===== src/rtl/s_aes_pkg.sv =====
// s_aes_pkg -- shared definitions for the simplified-AES (S-AES) engine.
//   * engine state enum
//   * S-box / inverse S-box tables and key-schedule round constants
//   * GF(2^4) multiply helpers (polynomial x^4 + x + 1)
//   * whole-block round primitives; nibble 0 is bits 15:12
// No ports (package).
package s_aes_pkg;

   typedef enum logic [2:0] {
      ST_IDLE = 3'd0,
      ST_KEYX = 3'd1,
      ST_R0   = 3'd2,
      ST_R1   = 3'd3,
      ST_R2   = 3'd4,
      ST_DONE = 3'd5
   } state_t;

   localparam logic [7:0] RCON1 = 8'h80;
   localparam logic [7:0] RCON2 = 8'h30;

   localparam logic [3:0] SBOX [16] = '{
      4'h9, 4'h4, 4'hA, 4'hB, 4'hD, 4'h1, 4'h8, 4'h5,
      4'h6, 4'h2, 4'h0, 4'h3, 4'hC, 4'hE, 4'hF, 4'h7
   };

   localparam logic [3:0] INV_SBOX [16] = '{
      4'hA, 4'h5, 4'h9, 4'hB, 4'h1, 4'h7, 4'h8, 4'hF,
      4'h6, 4'h0, 4'h2, 4'h3, 4'hC, 4'h4, 4'hD, 4'hE
   };

   // x*2 reduced by x^4+x+1: a carry out of bit 3 folds back as 0x3
   function automatic logic [3:0] gf_mul2(input logic [3:0] a);
      return {a[2:0], 1'b0} ^ (a[3] ? 4'h3 : 4'h0);
   endfunction

   function automatic logic [3:0] gf_mul4(input logic [3:0] a);
      return gf_mul2(gf_mul2(a));
   endfunction

   function automatic logic [3:0] gf_mul9(input logic [3:0] a);
      return gf_mul2(gf_mul4(a)) ^ a;
   endfunction

   function automatic logic [7:0] sub_nib8(input logic [7:0] w);
      return {SBOX[w[7:4]], SBOX[w[3:0]]};
   endfunction

   function automatic logic [15:0] sub_nib16(input logic [15:0] x);
      return {SBOX[x[15:12]], SBOX[x[11:8]], SBOX[x[7:4]], SBOX[x[3:0]]};
   endfunction

   function automatic logic [15:0] inv_sub_nib16(input logic [15:0] x);
      return {INV_SBOX[x[15:12]], INV_SBOX[x[11:8]], INV_SBOX[x[7:4]], INV_SBOX[x[3:0]]};
   endfunction

   // Swaps nibbles 1 and 3 (second matrix row); it is its own inverse
   function automatic logic [15:0] shift_rows(input logic [15:0] x);
      return {x[15:12], x[3:0], x[7:4], x[11:8]};
   endfunction

   // Columns are (n0,n1) and (n2,n3); matrix [1 4; 4 1]
   function automatic logic [15:0] mix_cols(input logic [15:0] x);
      return {x[15:12] ^ gf_mul4(x[11:8]),
              gf_mul4(x[15:12]) ^ x[11:8],
              x[7:4] ^ gf_mul4(x[3:0]),
              gf_mul4(x[7:4]) ^ x[3:0]};
   endfunction

   // Inverse matrix [9 2; 2 9]
   function automatic logic [15:0] inv_mix_cols(input logic [15:0] x);
      return {gf_mul9(x[15:12]) ^ gf_mul2(x[11:8]),
              gf_mul2(x[15:12]) ^ gf_mul9(x[11:8]),
              gf_mul9(x[7:4]) ^ gf_mul2(x[3:0]),
              gf_mul2(x[7:4]) ^ gf_mul9(x[3:0])};
   endfunction

endpackage


===== src/rtl/s_aes_keyexp.sv =====
// s_aes_keyexp -- combinational S-AES key expansion.
// Ports:
//   k0 (in, 16)  : initial key
//   k1 (out, 16) : round-1 key {w2, w3}
//   k2 (out, 16) : round-2 key {w4, w5}
module s_aes_keyexp
   import s_aes_pkg::*;
(
   input  logic [15:0] k0,
   output logic [15:0] k1,
   output logic [15:0] k2
);

   logic [7:0] w2_s;
   logic [7:0] w3_s;
   logic [7:0] w4_s;
   logic [7:0] w5_s;

   // g(w) = SubNib(RotNib(w)) ^ RCON; RotNib swaps the two nibbles of a word
   assign w2_s = k0[15:8] ^ RCON1 ^ sub_nib8({k0[3:0], k0[7:4]});
   assign w3_s = w2_s ^ k0[7:0];
   assign w4_s = w2_s ^ RCON2 ^ sub_nib8({w3_s[3:0], w3_s[7:4]});
   assign w5_s = w4_s ^ w3_s;

   assign k1 = {w2_s, w3_s};
   assign k2 = {w4_s, w5_s};

endmodule


===== src/rtl/s_aes_engine.sv =====
// s_aes_engine -- multi-cycle S-AES encrypt/decrypt engine with key cache.
// Optional CBC chaining is enabled by defining macro S_AES_CBC_EN.
// Parameter KEY_REUSE (default 1): skip key expansion when the key matches
// the last expanded key.
// Ports:
//   clk, rst_n            : clock (rising edge), async active-low reset
//   in_valid / in_ready   : request handshake (in_ready only in IDLE)
//   in_decrypt            : 0 = encrypt, 1 = decrypt
//   in_text, in_key       : 16-bit block and initial key
//   out_valid / out_ready : result handshake; out_text held until accepted
//   out_text              : 16-bit result
//   iv_load, iv           : (S_AES_CBC_EN only) load chain register in IDLE
//   busy                  : engine not in IDLE
module s_aes_engine
   import s_aes_pkg::*;
#(
   parameter int KEY_REUSE = 1
) (
   input  logic        clk,
   input  logic        rst_n,
   input  logic        in_valid,
   output logic        in_ready,
   input  logic        in_decrypt,
   input  logic [15:0] in_text,
   input  logic [15:0] in_key,
   output logic        out_valid,
   input  logic        out_ready,
   output logic [15:0] out_text,
`ifdef S_AES_CBC_EN
   input  logic        iv_load,
   input  logic [15:0] iv,
`endif
   output logic        busy
);

   state_t      state_r;
   state_t      next_state_s;
   logic        accept_s;
   logic        hit_s;
   logic [15:0] data_r;
   logic [15:0] key_r;
   logic        dec_r;
   logic [15:0] k1_r;
   logic [15:0] k2_r;
   logic [15:0] k1_s;
   logic [15:0] k2_s;
   logic [15:0] cache_key_r;
   logic        cache_valid_r;
   logic [15:0] round_s;
   logic [15:0] pre_s;
   logic [15:0] result_s;
   logic        out_valid_r;
   logic [15:0] out_text_r;

   assign in_ready  = (state_r == ST_IDLE);
   assign busy      = (state_r != ST_IDLE);
   assign out_valid = out_valid_r;
   assign out_text  = out_text_r;
   assign accept_s  = in_valid & in_ready;
   assign hit_s     = (KEY_REUSE != 0) && cache_valid_r && (in_key == cache_key_r);

   s_aes_keyexp u_keyexp (
      .k0 (key_r),
      .k1 (k1_s),
      .k2 (k2_s)
   );

`ifdef S_AES_CBC_EN
   logic [15:0] chain_r;
   logic [15:0] text_r;
   logic [15:0] chain_eff_s;

   // A same-cycle iv_load wins, so the accepted block chains with the new iv
   assign chain_eff_s = iv_load ? iv : chain_r;
   assign pre_s       = in_decrypt ? in_text : (in_text ^ chain_eff_s);
   assign result_s    = dec_r ? (round_s ^ chain_r) : round_s;

   // Chain register: iv load in IDLE, next chaining value when the result is produced
   always_ff @(posedge clk or negedge rst_n) begin
      if (!rst_n) begin
         chain_r <= 16'h0000;
         text_r  <= 16'h0000;
      end else begin
         case (state_r)
            ST_IDLE: begin
               if (iv_load) begin
                  chain_r <= iv;
               end
               if (accept_s) begin
                  text_r <= in_text;
               end
            end
            ST_R2: chain_r <= dec_r ? text_r : round_s;
            default: begin
               chain_r <= chain_r;
            end
         endcase
      end
   end
`else
   assign pre_s    = in_text;
   assign result_s = round_s;
`endif

   // FSM state register
   always_ff @(posedge clk or negedge rst_n) begin
      if (!rst_n) begin
         state_r <= ST_IDLE;
      end else begin
         state_r <= next_state_s;
      end
   end

   // FSM next-state logic
   always_comb begin
      next_state_s = state_r;
      case (state_r)
         ST_IDLE: begin
            if (accept_s) begin
               next_state_s = hit_s ? ST_R0 : ST_KEYX;
            end else begin
               next_state_s = ST_IDLE;
            end
         end
         ST_KEYX: next_state_s = ST_R0;
         ST_R0:   next_state_s = ST_R1;
         ST_R1:   next_state_s = ST_R2;
         ST_R2:   next_state_s = ST_DONE;
         ST_DONE: begin
            if (out_ready) begin
               next_state_s = ST_IDLE;
            end else begin
               next_state_s = ST_DONE;
            end
         end
         default: next_state_s = ST_IDLE;
      endcase
   end

   // Round transformation selected by the current round state and direction
   always_comb begin
      round_s = data_r;
      case (state_r)
         ST_R0: begin
            if (dec_r) begin
               round_s = data_r ^ k2_r;
            end else begin
               round_s = data_r ^ key_r;
            end
         end
         ST_R1: begin
            if (dec_r) begin
               round_s = inv_mix_cols(inv_sub_nib16(shift_rows(data_r)) ^ k1_r);
            end else begin
               round_s = mix_cols(shift_rows(sub_nib16(data_r))) ^ k1_r;
            end
         end
         ST_R2: begin
            if (dec_r) begin
               round_s = inv_sub_nib16(shift_rows(data_r)) ^ key_r;
            end else begin
               round_s = shift_rows(sub_nib16(data_r)) ^ k2_r;
            end
         end
         default: round_s = data_r;
      endcase
   end

   // Block datapath: capture request on accept, then advance one round per state
   always_ff @(posedge clk or negedge rst_n) begin
      if (!rst_n) begin
         data_r <= 16'h0000;
         key_r  <= 16'h0000;
         dec_r  <= 1'b0;
      end else begin
         case (state_r)
            ST_IDLE: begin
               if (accept_s) begin
                  data_r <= pre_s;
                  key_r  <= in_key;
                  dec_r  <= in_decrypt;
               end
            end
            ST_R0, ST_R1, ST_R2: data_r <= round_s;
            default: data_r <= data_r;
         endcase
      end
   end

   // Round keys and key cache; K1/K2 only change together with the cached key
   always_ff @(posedge clk or negedge rst_n) begin
      if (!rst_n) begin
         k1_r          <= 16'h0000;
         k2_r          <= 16'h0000;
         cache_key_r   <= 16'h0000;
         cache_valid_r <= 1'b0;
      end else if (state_r == ST_KEYX) begin
         k1_r          <= k1_s;
         k2_r          <= k2_s;
         cache_key_r   <= key_r;
         cache_valid_r <= 1'b1;
      end else begin
         cache_valid_r <= cache_valid_r;
      end
   end

   // Output registers: valid mirrors DONE, text only changes when a result lands
   always_ff @(posedge clk or negedge rst_n) begin
      if (!rst_n) begin
         out_valid_r <= 1'b0;
         out_text_r  <= 16'h0000;
      end else begin
         out_valid_r <= (next_state_s == ST_DONE);
         if (state_r == ST_R2) begin
            out_text_r <= result_s;
         end
      end
   end

endmodule


===== config.mk =====
export PLATFORM = sky130hd
export DESIGN_NAME = s_aes_engine
export DESIGN_NICKNAME = d
export VERILOG_FILES = /design/src/rtl/s_aes_pkg.sv /design/src/rtl/s_aes_keyexp.sv /design/src/rtl/s_aes_engine.sv
export SDC_FILE = /design/constraint.sdc
export NUM_CORES = 1
export LEC_CHECK = 0
export CAP_MARGIN = 40
export CORE_AREA = 3 3 109 153
export CTS_CLUSTER_DIAMETER = 80
export DETAILED_ROUTE_END_ITERATION = 10
export DIE_AREA = 0 0 112 156
export PLACE_DENSITY = 0.74
export RECOVER_POWER = 50
export SLEW_MARGIN = 20
export SYNTH_ARGS = -nofsm -noshare
export SYNTH_HDL_FRONTEND = slang
export SYNTH_HIERARCHICAL = 1
export SYNTH_SLANG_ARGS = --single-unit

===== constraint.sdc =====
create_clock -name clk -period 3.8 [get_ports clk]
set_input_delay 0.76 -clock clk [delete_from_list [all_inputs] [get_ports clk]]
set_output_delay 0.76 -clock clk [all_outputs]
set_load 0.02 [all_outputs]

==> Yosys cells after proc, flatten, opt, wreduce, memory -nomap -nowiden <==
Memories as Yosys holds them, arrays and structs flattened.
Cells that the tools add are included.
{ "totals": {"regBits": 102, "latch_bits": 0, "mem_bits_rw": 0, "rom_bits": 768, "inputBits": 37, "output_inout_bits": 19, "n_memories": 12} }
{ "mem_list": {"columns": ["name", "depth", "word_bits", "rd", "rd_clocked_by_memory_dff", "wr", "line", "source"], "rows": [
  ["(name not given)", 16, 4, 1, 0, 0, "s_aes_pkg.sv:49", "return {SBOX[x[15:12]], SBOX[x[11:8]], SBOX[x[7:4]], SBOX[x[3:0]]};"],
  ["(name not given)", 16, 4, 1, 0, 0, "s_aes_pkg.sv:49", null],
  ["(name not given)", 16, 4, 1, 0, 0, "s_aes_pkg.sv:49", null],
  ["(name not given)", 16, 4, 1, 0, 0, "s_aes_pkg.sv:53", "return {INV_SBOX[x[15:12]], INV_SBOX[x[11:8]], INV_SBOX[x[7:4]], INV_SBOX[x[3:0]]};"],
  ["(name not given)", 16, 4, 1, 0, 0, "s_aes_pkg.sv:45", "return {SBOX[w[7:4]], SBOX[w[3:0]]};"],
  ["(name not given)", 16, 4, 1, 0, 0, "s_aes_pkg.sv:53", null],
  ["+6 memories", null, null, null, null, null, null, null]
]} }
{ "classes": {"add_sub_neg": 0, "multipliers": 0, "div": 0, "order_cmp": 8, "n_eq_ne": 8, "shift": 0, "n_mux": 54, "bitwise": 53, "reduce_logical": 7} }
{ "op_table": {"columns": ["op", "n"], "rows": [
  ["2-to-1 mux 4 bit", 24],
  ["XOR 16 bit", 6],
  ["XOR 4 x 2 -> 4 bit", 20],
  ["2-to-1 mux 16 bit", 4],
  ["case mux 16 bit (3 select lines)", 1],
  ["XOR 4 bit", 12],
  ["2-to-1 mux 2 bit", 22],
  ["greater-or-equal comparator 5 bit (second input constant)", 8],
  ["NOT 4 -> 5 bit", 8],
  ["case mux 16 bit (2 select lines)", 1],
  ["XOR 8 bit", 4],
  ["case mux 3 bit (6 select lines)", 1],
  ["== test 16 bit", 1],
  ["== test 3 bit (second input constant)", 3],
  ["== test 3 x 2 -> 1 bit (second input constant)", 2],
  ["AND reduction 2 bit", 2],
  ["== test 3 x 1 -> 1 bit (second input constant)", 1],
  ["zero test 3 bit", 1],
  ["2-to-1 mux 3 bit", 1],
  ["nonzero test 3 bit", 1],
  ["OR reduction 3 bit", 1],
  ["inequality test 2 x 1 -> 1 bit (second input constant)", 1],
  ["NOT 2 bit", 1],
  ["nonzero test 2 bit", 1],
  ["other kinds (3)", 3]
]} }

==> Longest topological paths before layout <==
Gate-level depths: netlist of the first run.
{ "depth": {"ltp_word": 16, "ltp_mapped": 12} }

==> Modules after synthesis <==
Netlist of the first run, hierarchy kept.
{ "by_module_without_submodules": {"columns": ["mod", "instances", "cells_per_inst", "area_each_um2", "seq_area_each_um2"], "rows": [
  ["s_aes_engine", 1, 706, 7240.7, 2552.4],
  ["s_aes_keyexp", 1, 131, 1179.9, 0.0]
]} }

==> Worst setup path before layout of the first run <==
Ideal clock, no wire load.
{ "synth_path": {"kind": "register -> register", "from": "register key_r[0]", "to": "register k2_r[0]", "t_arrival_ns": 2.888, "slack_ns": 0.787, "stages_incl_launch_ff": 12, "path_buffers": 0, "cell_sequence": "dfrtp_1 -> inv_1 -> ha_1 -> mux4_2 -> xnor2_2 -> inv_1 -> ha_1 -> inv_1 -> mux2i_1 -> a221o_1 -> xnor2_1 -> mux2_2"} }
{ "synth_between": {"elab_chain_cells": 12} }
{ "synth_rtl": {"columns": ["item", "line", "source"], "rows": [
  ["from (decl)", "s_aes_engine.sv:41", "logic [15:0] key_r;"],
  ["from (signal assigned)", "s_aes_engine.sv:180", "key_r <= in_key;"],
  ["NOT 4 -> 5 bit (implied by the code)", "s_aes_pkg.sv:45", null],
  ["memory (16 x 4 bit)", null, null],
  ["2-to-1 mux 4 bit (implied by the code) (2 in a row)", "s_aes_pkg.sv:45", null],
  ["XOR 8 bit", "s_aes_keyexp.sv:20", "assign w2_s = k0[15:8] ^ RCON1 ^ sub_nib8({k0[3:0], k0[7:4]});"],
  ["XOR 8 bit *", "s_aes_keyexp.sv:21", "assign w3_s = w2_s ^ k0[7:0];"],
  ["NOT 4 -> 5 bit (implied by the code)", "s_aes_pkg.sv:45", null],
  ["memory (16 x 4 bit)", null, null],
  ["2-to-1 mux 4 bit (implied by the code) (2 in a row)", "s_aes_pkg.sv:45", null],
  ["XOR 8 bit", "s_aes_keyexp.sv:22", "assign w4_s = w2_s ^ RCON2 ^ sub_nib8({w3_s[3:0], w3_s[7:4]});"],
  ["XOR 8 bit *", "s_aes_keyexp.sv:23", "assign w5_s = w4_s ^ w3_s;"],
  ["named net k2_s[0]", "s_aes_engine.sv:46", "logic [15:0] k2_s;"],
  ["to (signal assigned)", "s_aes_engine.sv:199", "k2_r <= k2_s;"],
  ["to (decl)", "s_aes_engine.sv:44", "logic [15:0] k2_r;"]
]} }
Mark *: on every way through the listed nets, which the timed path passes. The rest lies on a longest branch. The select of a mux whose other input is x is not followed.
A chain may end at the register's enable or synchronous reset.

==> Worst setup path after layout of the first run <==
Ends and elaborated chain as after synthesis.

==> results of run 1 <==
-- through the flow --
stage	worst slack, ns	hold WS [ns]	std cells
2_1_floorplan	0.787	0.430	837
3_3_place_gp	0.619	0.447	1055
3_5_place_dp	0.551	0.444	1055
4_1_cts	0.541	0.466	1071
5_1_grt	0.359	0.475	1073
6_report	0.547	0.432	1073
-- critical path, delay by kind of cell (launching register included) --
family	cells	cell delay [ns]
fa+ha+maj	2	0.61
flops	1	0.60
mux	3	0.85
compound gates	1	0.34
xor+xnor	2	0.42
buf+inv	3	0.30
-- area by class of cell --
| class | count | area, um^2 | share of cell area [%] |
|---|---|---|---|
| multi-input combinational | 645 | 5440 | 58.0 |
| sequential | 102 | 2550 | 27.2 |
| timing repair buffer | 69 | 648 | 6.90 |
| tap | 196 | 245 | 2.61 |
| clock buffer | 9 | 225 | 2.40 |
| inverter | 45 | 169 | 1.80 |
| clock inverter | 7 | 104 | 1.11 |
-- flip-flops by register name, indices dropped and copies added, names as in the netlist --
signal	cells
out_valid	1
cache_key_r	16
key_r	16
state_r	3
cache_valid_r	1
out_text	16
k2_r	16
dec_r	1
k1_r	16
data_r	16
-- logic make-up after synthesis --
logic type,Yosys count
multiplexers,100
XOR/XNOR,139
flip-flops,102
buffers and inverters,90
AO/OA/AOI/OAI,144
AND/OR/NAND/NOR,216
adder cells (fa/ha/maj),46
-- routing by layer --
layer	vias to the layer above	GRT usage, %	share of wire [%]
met5	-	0	0
met4	0	11.5	4.3
met3	52	4.27	5.9
met2	213	41.6	50
met1	3125	30.5	40
li1	2974	-	-
-- path summary, 6_finish.rpt --
| check | startpoint | to | slack, ns |
|---|---|---|---|
| worst max-delay path | key_r[0] | k2_r[0] | 0.55 |
| worst min-delay path | rst_n | out_text[15] | 0.43 |
| worst max register to register | key_r[0] | k2_r[0] | 0.55 |
| worst min register to register | cache_valid_r | cache_valid_r | 0.46 |
| max in group asynchronous | rst_n | k1_r[2] | 1.61 |
| min in group clk | cache_valid_r | cache_valid_r | 0.46 |
-- placed cells by master, fill, tap and decap left out, types with 30 or more instances in the layout --
master,instances
mux2_2,56
ha_1,46
nand2_1,99
o21ai_0,30
mux2i_1,32
clkdlybuf4s50_1,53
xor2_1,44
xnor2_1,73
inv_1,39
dfrtp_1,101
==> summary.txt, run 1 <==
Routing
  – DRC errors left: 0
  – Antenna Nets Post-Route: 0
  – Total Wirelength: 21300 um
  – Drt first pass iters: 6
  – WL/cell: between 15 and 20 um
  – Vias per cell: about 5.9
  – Routed via count: 6364
  – Initial DRC Count: 333

Synthesis
  – Compound-Gate Fraction of Synth Area: 12.8%
  – Post-synth ARST share: 100%
  – Syn avg cell area: a little over 10 um^2
  – Yosys top cell area share: between 30 and 40%
  – Post-Synth Adder-Cell Area: 6.84%
  – Most common library cells after synthesis: dfrtp_1, nand2_1, xnor2_1
  – Mapped cell area: roughly 8400 um^2
  – Syn_nets: between 900 and 1000
  – Area leader, netlist: dfrtp_1
  – Top cells by area, synth: dfrtp_1, xnor2_1, mux2_2
  – Sequential area share after synthesis: 30.3%
  – Mux contribution to synthesized area: ~14%
  – Number of synthesis warnings: 6
  – Synth Flop Type: dfrtp_1
  – Library cells used by synthesis: between 70 and 80
  – Post-synthesis simple-gate area fraction: about an eighth
  – #FFs+latches synth: between 100 and 150
  – EDFF count, synth: 0
  – Post-synthesis xor/xnor area fraction: approximately 18%
  – Cell with the most instances after synthesis: dfrtp_1
  – Main combinational cell family by area after synthesis: XOR/XNOR gates
  – Cells after Synth: 837

Finish
  – Area grow syn2layout: 11.5%
  – Post-route cell area: approximately 9400 um^2
  – Proportion of layout cells with a drive suffix above 1: about 17%
  – Nets: between 900 and 1000
  – Fin util: about three fifths
  – N_diodes: 0
  – Filler Cell Count: 1295

Timing
  – FMAX: approximately 310 MHz
  – Final hold vios: 0
  – Slew @ Worst Pin: 1.36 ns
  – Min Tclk post-route: 3.25 ns
  – RSZ-0062 raised after global routing: false
  – Clock skew: 0.00535 ns
  – Setup TNS: 0 ns
  – Slew HR: around a tenth
  – Slew Limit Fails: 0
  – Post-route clock period utilization: 85.6%
  – Final setup fails: 0

Global route
  – Initial antenna violation count: 0
  – GRT overflow: 0
  – Vias in the first global route: ~6300
  – Largest net degree at the start of global routing: 53
  – GRT Overall Usage: approximately a quarter
  – Global-route wire length before repair: 33900 um

Clocking
  – Hold buffer count at cts: 0
  – TritonCTS Buffers: 9
  – Reg clk slew, reported paths: about 0.080 ns
  – Htree depth: 3
  – Max Buffers Root-to-Sink: 2
  – Total setup buffers inserted after CTS: 0
  – Worst-skew pair later-pin latency: between 0.3 and 0.4 ns
  – Clock sink count: between 100 and 150
  – CTS root buf: clkbuf_16
  – CTS tree: built
  – Post-CTS resize count: 0

Worst setup path
  – CP Capture Type: register
  – Critical path type: reg -> reg
  – Critical path peak fanout: 11
  – Reg2Reg Depth: 11
  – CP Cell Sequence: inv_1 -> ha_1 -> mux4_2 -> xnor2_2 -> inv_1 -> ha_1 -> inv_1 -> mux2i_1 -> a221o_1 -> xnor2_1 -> mux2_2
  – Crit-path slowest cell: dfrtp_1
  – CP most frequent cell: inv_1
  – Worst EP required: 4.04 ns
  – Slowest stage delay, CP: roughly 0.6 ns
  – Worst Setup Start Kind: register
  – CP arrival: 3.49 ns

Hold path
  – Worst Hold Class: in -> async

Floorplan
  – Starting Density: between 50 and 60%
  – DIE HEIGHT: approximately 160 um
  – Die Area: roughly 17000 um^2
  – Io pins: 56
  – Num rows: between 50 and 60
  – Die X: ~110 um
  – Core box area: 15500 um^2

Place
  – Dpl cell area: roughly 9100 um^2
  – Port Buffer Count: 55
  – Detailed Place HPWL: roughly 16000 um
  – Routability Congestion: about 0.94

Run
  – Max-cap violations: 0

Status
  – Run status: complete, no violations
Power of run 1 is not shown: default switching activity piles up to over one toggle a cycle in this logic, so the estimate is an artifact.
==> run 2, diff against run 1 <==
SLEW_MARGIN = not set   (was 20)
==> run 2 against run 1 <==
Effect of this change:
- count of clock-buffer cells in the layout rose by 1
- utilization decreased by 0.18 points
- non-clock buffer count shrank 1
==> summary.txt, run 2 (synthesis results as in run 1) <==
Status
  – Run status: complete, no violations

Worst setup path
  – Crit-path slowest cell: dfrtp_1
  – Slowest stage delay, CP: 0.64 ns (+0.04 ns)
  – Critical path peak fanout: 12 (+1)
  – CP arrival: 3.52 ns (+0.03 ns)
  – Worst Setup Start Kind: register
  – CP Cell Sequence: inv_1 -> ha_1 -> mux4_2 -> xnor2_2 -> inv_1 -> ha_1 -> inv_1 -> mux2i_1 -> mux2i_2 -> xnor2_1 -> mux2_2
  – Worst EP required: 4.04 ns (about the same)
  – CP Capture Type: register
  – Buf/Inv on CP: 3 (unchanged)
  – CP most frequent cell: inv_1
  – CP delay by family, top: multiplexers
  – Critical path type: reg -> reg

Clocking
  – Worst-skew pair later-pin latency: 0.35 ns (about the same)
  – CTS root buf: clkbuf_16
  – TritonCTS Buffers: 9 (unchanged)
  – Clock sink count: 102 (unchanged)
  – Post-CTS resize count: 0 (unchanged)
  – Hold buffer count at cts: 0 (unchanged)
  – CTS tree: built
  – Htree depth: 3 (unchanged)
  – Reg clk slew, reported paths: 0.08 ns (about the same)
  – Max Buffers Root-to-Sink: 2 (unchanged)
  – Total setup buffers inserted after CTS: 0 (unchanged)

Routing
  – Routed via count: 6417 (+0.83%)
  – Initial DRC Count: 319 (-4.2%)
  – Antenna Nets Post-Route: 0 (unchanged)
  – Total Wirelength: 21200 um (about the same)
  – DRC errors left: 0 (unchanged)
  – Vias per cell: 5.99 (+0.93%)
  – Drt first pass iters: 5 (-1)
  – WL/cell: 19.8 um (about the same)

Floorplan
  – Die X: 112 um (unchanged)
  – Num rows: 54 (unchanged)
  – Core box area: 15500 um^2 (unchanged)
  – DIE HEIGHT: 156 um (unchanged)
  – Io pins: 56 (unchanged)
  – Die Area: 17500 um^2 (unchanged)
  – Starting Density: 54.4% (unchanged)

Timing
  – Final hold vios: 0 (unchanged)
  – Slew HR: 12.0% (+2.6 points)
  – Post-route clock period utilization: 86.5% (+0.91 points)
  – Clock skew: 0.00849 ns (+0.00314 ns)
  – Setup TNS: 0 ns (unchanged)
  – FMAX: 304 MHz (-1.0%)
  – Slew @ Worst Pin: 1.32 ns (-0.0388 ns)
  – RSZ-0062 raised after global routing: false
  – Min Tclk post-route: 3.29 ns (+0.0345 ns)
  – Final setup fails: 0 (unchanged)
  – Slew Limit Fails: 0 (unchanged)

Hold path
  – Worst Hold Class: in -> async

Finish
  – Area grow syn2layout: 11.2%
  – Nets: 954 (-0.10%)
  – Filler Cell Count: 1303 (+0.62%)
  – Proportion of layout cells with a drive suffix above 1: 16.8% (-0.095 points)
  – N_diodes: 0 (unchanged)
  – Commonest non-fill, non-tap cell in the layout: dfrtp_1
  – Most frequent cells in the layout: dfrtp_1, nand2_1, xnor2_1, mux2_2, clkdlybuf4s50_1

Place
  – Routability Congestion: 0.944 (unchanged)
  – Detailed Place HPWL: 16100 um (about the same)
  – Port Buffer Count: 55 (unchanged)

Global route
  – GRT overflow: 0 (unchanged)
  – Largest net degree at the start of global routing: 53 (unchanged)
  – GRT Overall Usage: 24.6% (+0.064 points)
  – Initial antenna violation count: 0 (unchanged)
  – Global-route wire length before repair: 33900 um (+0.10%)
  – Vias in the first global route: 6274 (-0.62%)

Run
  – Max-cap violations: 0 (unchanged)
==> run 2: cell types whose count changed in the layout (fill, tap and decap cells not counted) <==
cell,previous run,this run
inv_8,1,0
clkinvlp_4,2,1
inv_6,2,4
bufinv_16,2,1
buf_4,12,11
nor3b_2,2,3
clkbuf_4,1,0
clkbuf_8,0,1
nor3b_4,1,0
buf_6,0,1
==> run 2: cell type report <==
class | count | area (um^2) | share of cell area, %
clock inverter | 6 | 72.6 | 0.775
sequential | 102 | 2550 | 27.3
inverter | 45 | 169 | 1.80
multi-input combinational | 645 | 5440 | 58.1
clock buffer | 10 | 239 | 2.55
timing repair buffer | 68 | 644 | 6.88
tap | 196 | 245 | 2.62
==> run 2: path summary, 6_finish.rpt <==
check	from	endpoint	slack, ns	cells past startpoint
max	key_r[4]	k2_r[4]	0.51	11
min	rst_n	out_text[15]	0.42	1
max reg2reg	key_r[4]	k2_r[4]	0.51	11
min reg2reg	cache_valid_r	cache_valid_r	0.46	1
max in group asynchronous	rst_n	data_r[10]	1.64	2
min in group clk	cache_valid_r	cache_valid_r	0.46	1
==> run 2: layer usage <==
layer	vias to the layer above	global-route usage, %	wire length [um]
met5	-	0	0
met4	0	10.9	894
met1	3176	31.2	8730
met3	52	3.49	1130
met2	210	41.9	10500
li1	2979	-	-
==> run 2: metrics by stage <==
step | util [%] | cells | hold WS, ns | worst slack (ns) | instance area, um^2
global route | 60.5 | 1072 | 0.478 | 0.318 | 9360
finish | 60.5 | 1072 | 0.424 | 0.512 | 9360
floorplan | - | 837 | 0.430 | 0.787 | 8420
CTS | 60.6 | 1072 | 0.463 | 0.533 | 9380
global placement | 58.6 | 1055 | 0.447 | 0.619 | 9060
detailed placement | 58.6 | 1056 | 0.444 | 0.549 | 9070
==> run 2: worst reg2reg max path, delay by kind of cell, from the launching register on <==
| family | cells | cell delay, ns |
|---|---|---|
| flops | 1 | 0.64 |
| mux | 4 | 1.12 |
| buf+inv | 3 | 0.32 |
| xor+xnor | 2 | 0.45 |
| fa+ha+maj | 2 | 0.64 |
Power of run 2 is left out for the same reason.
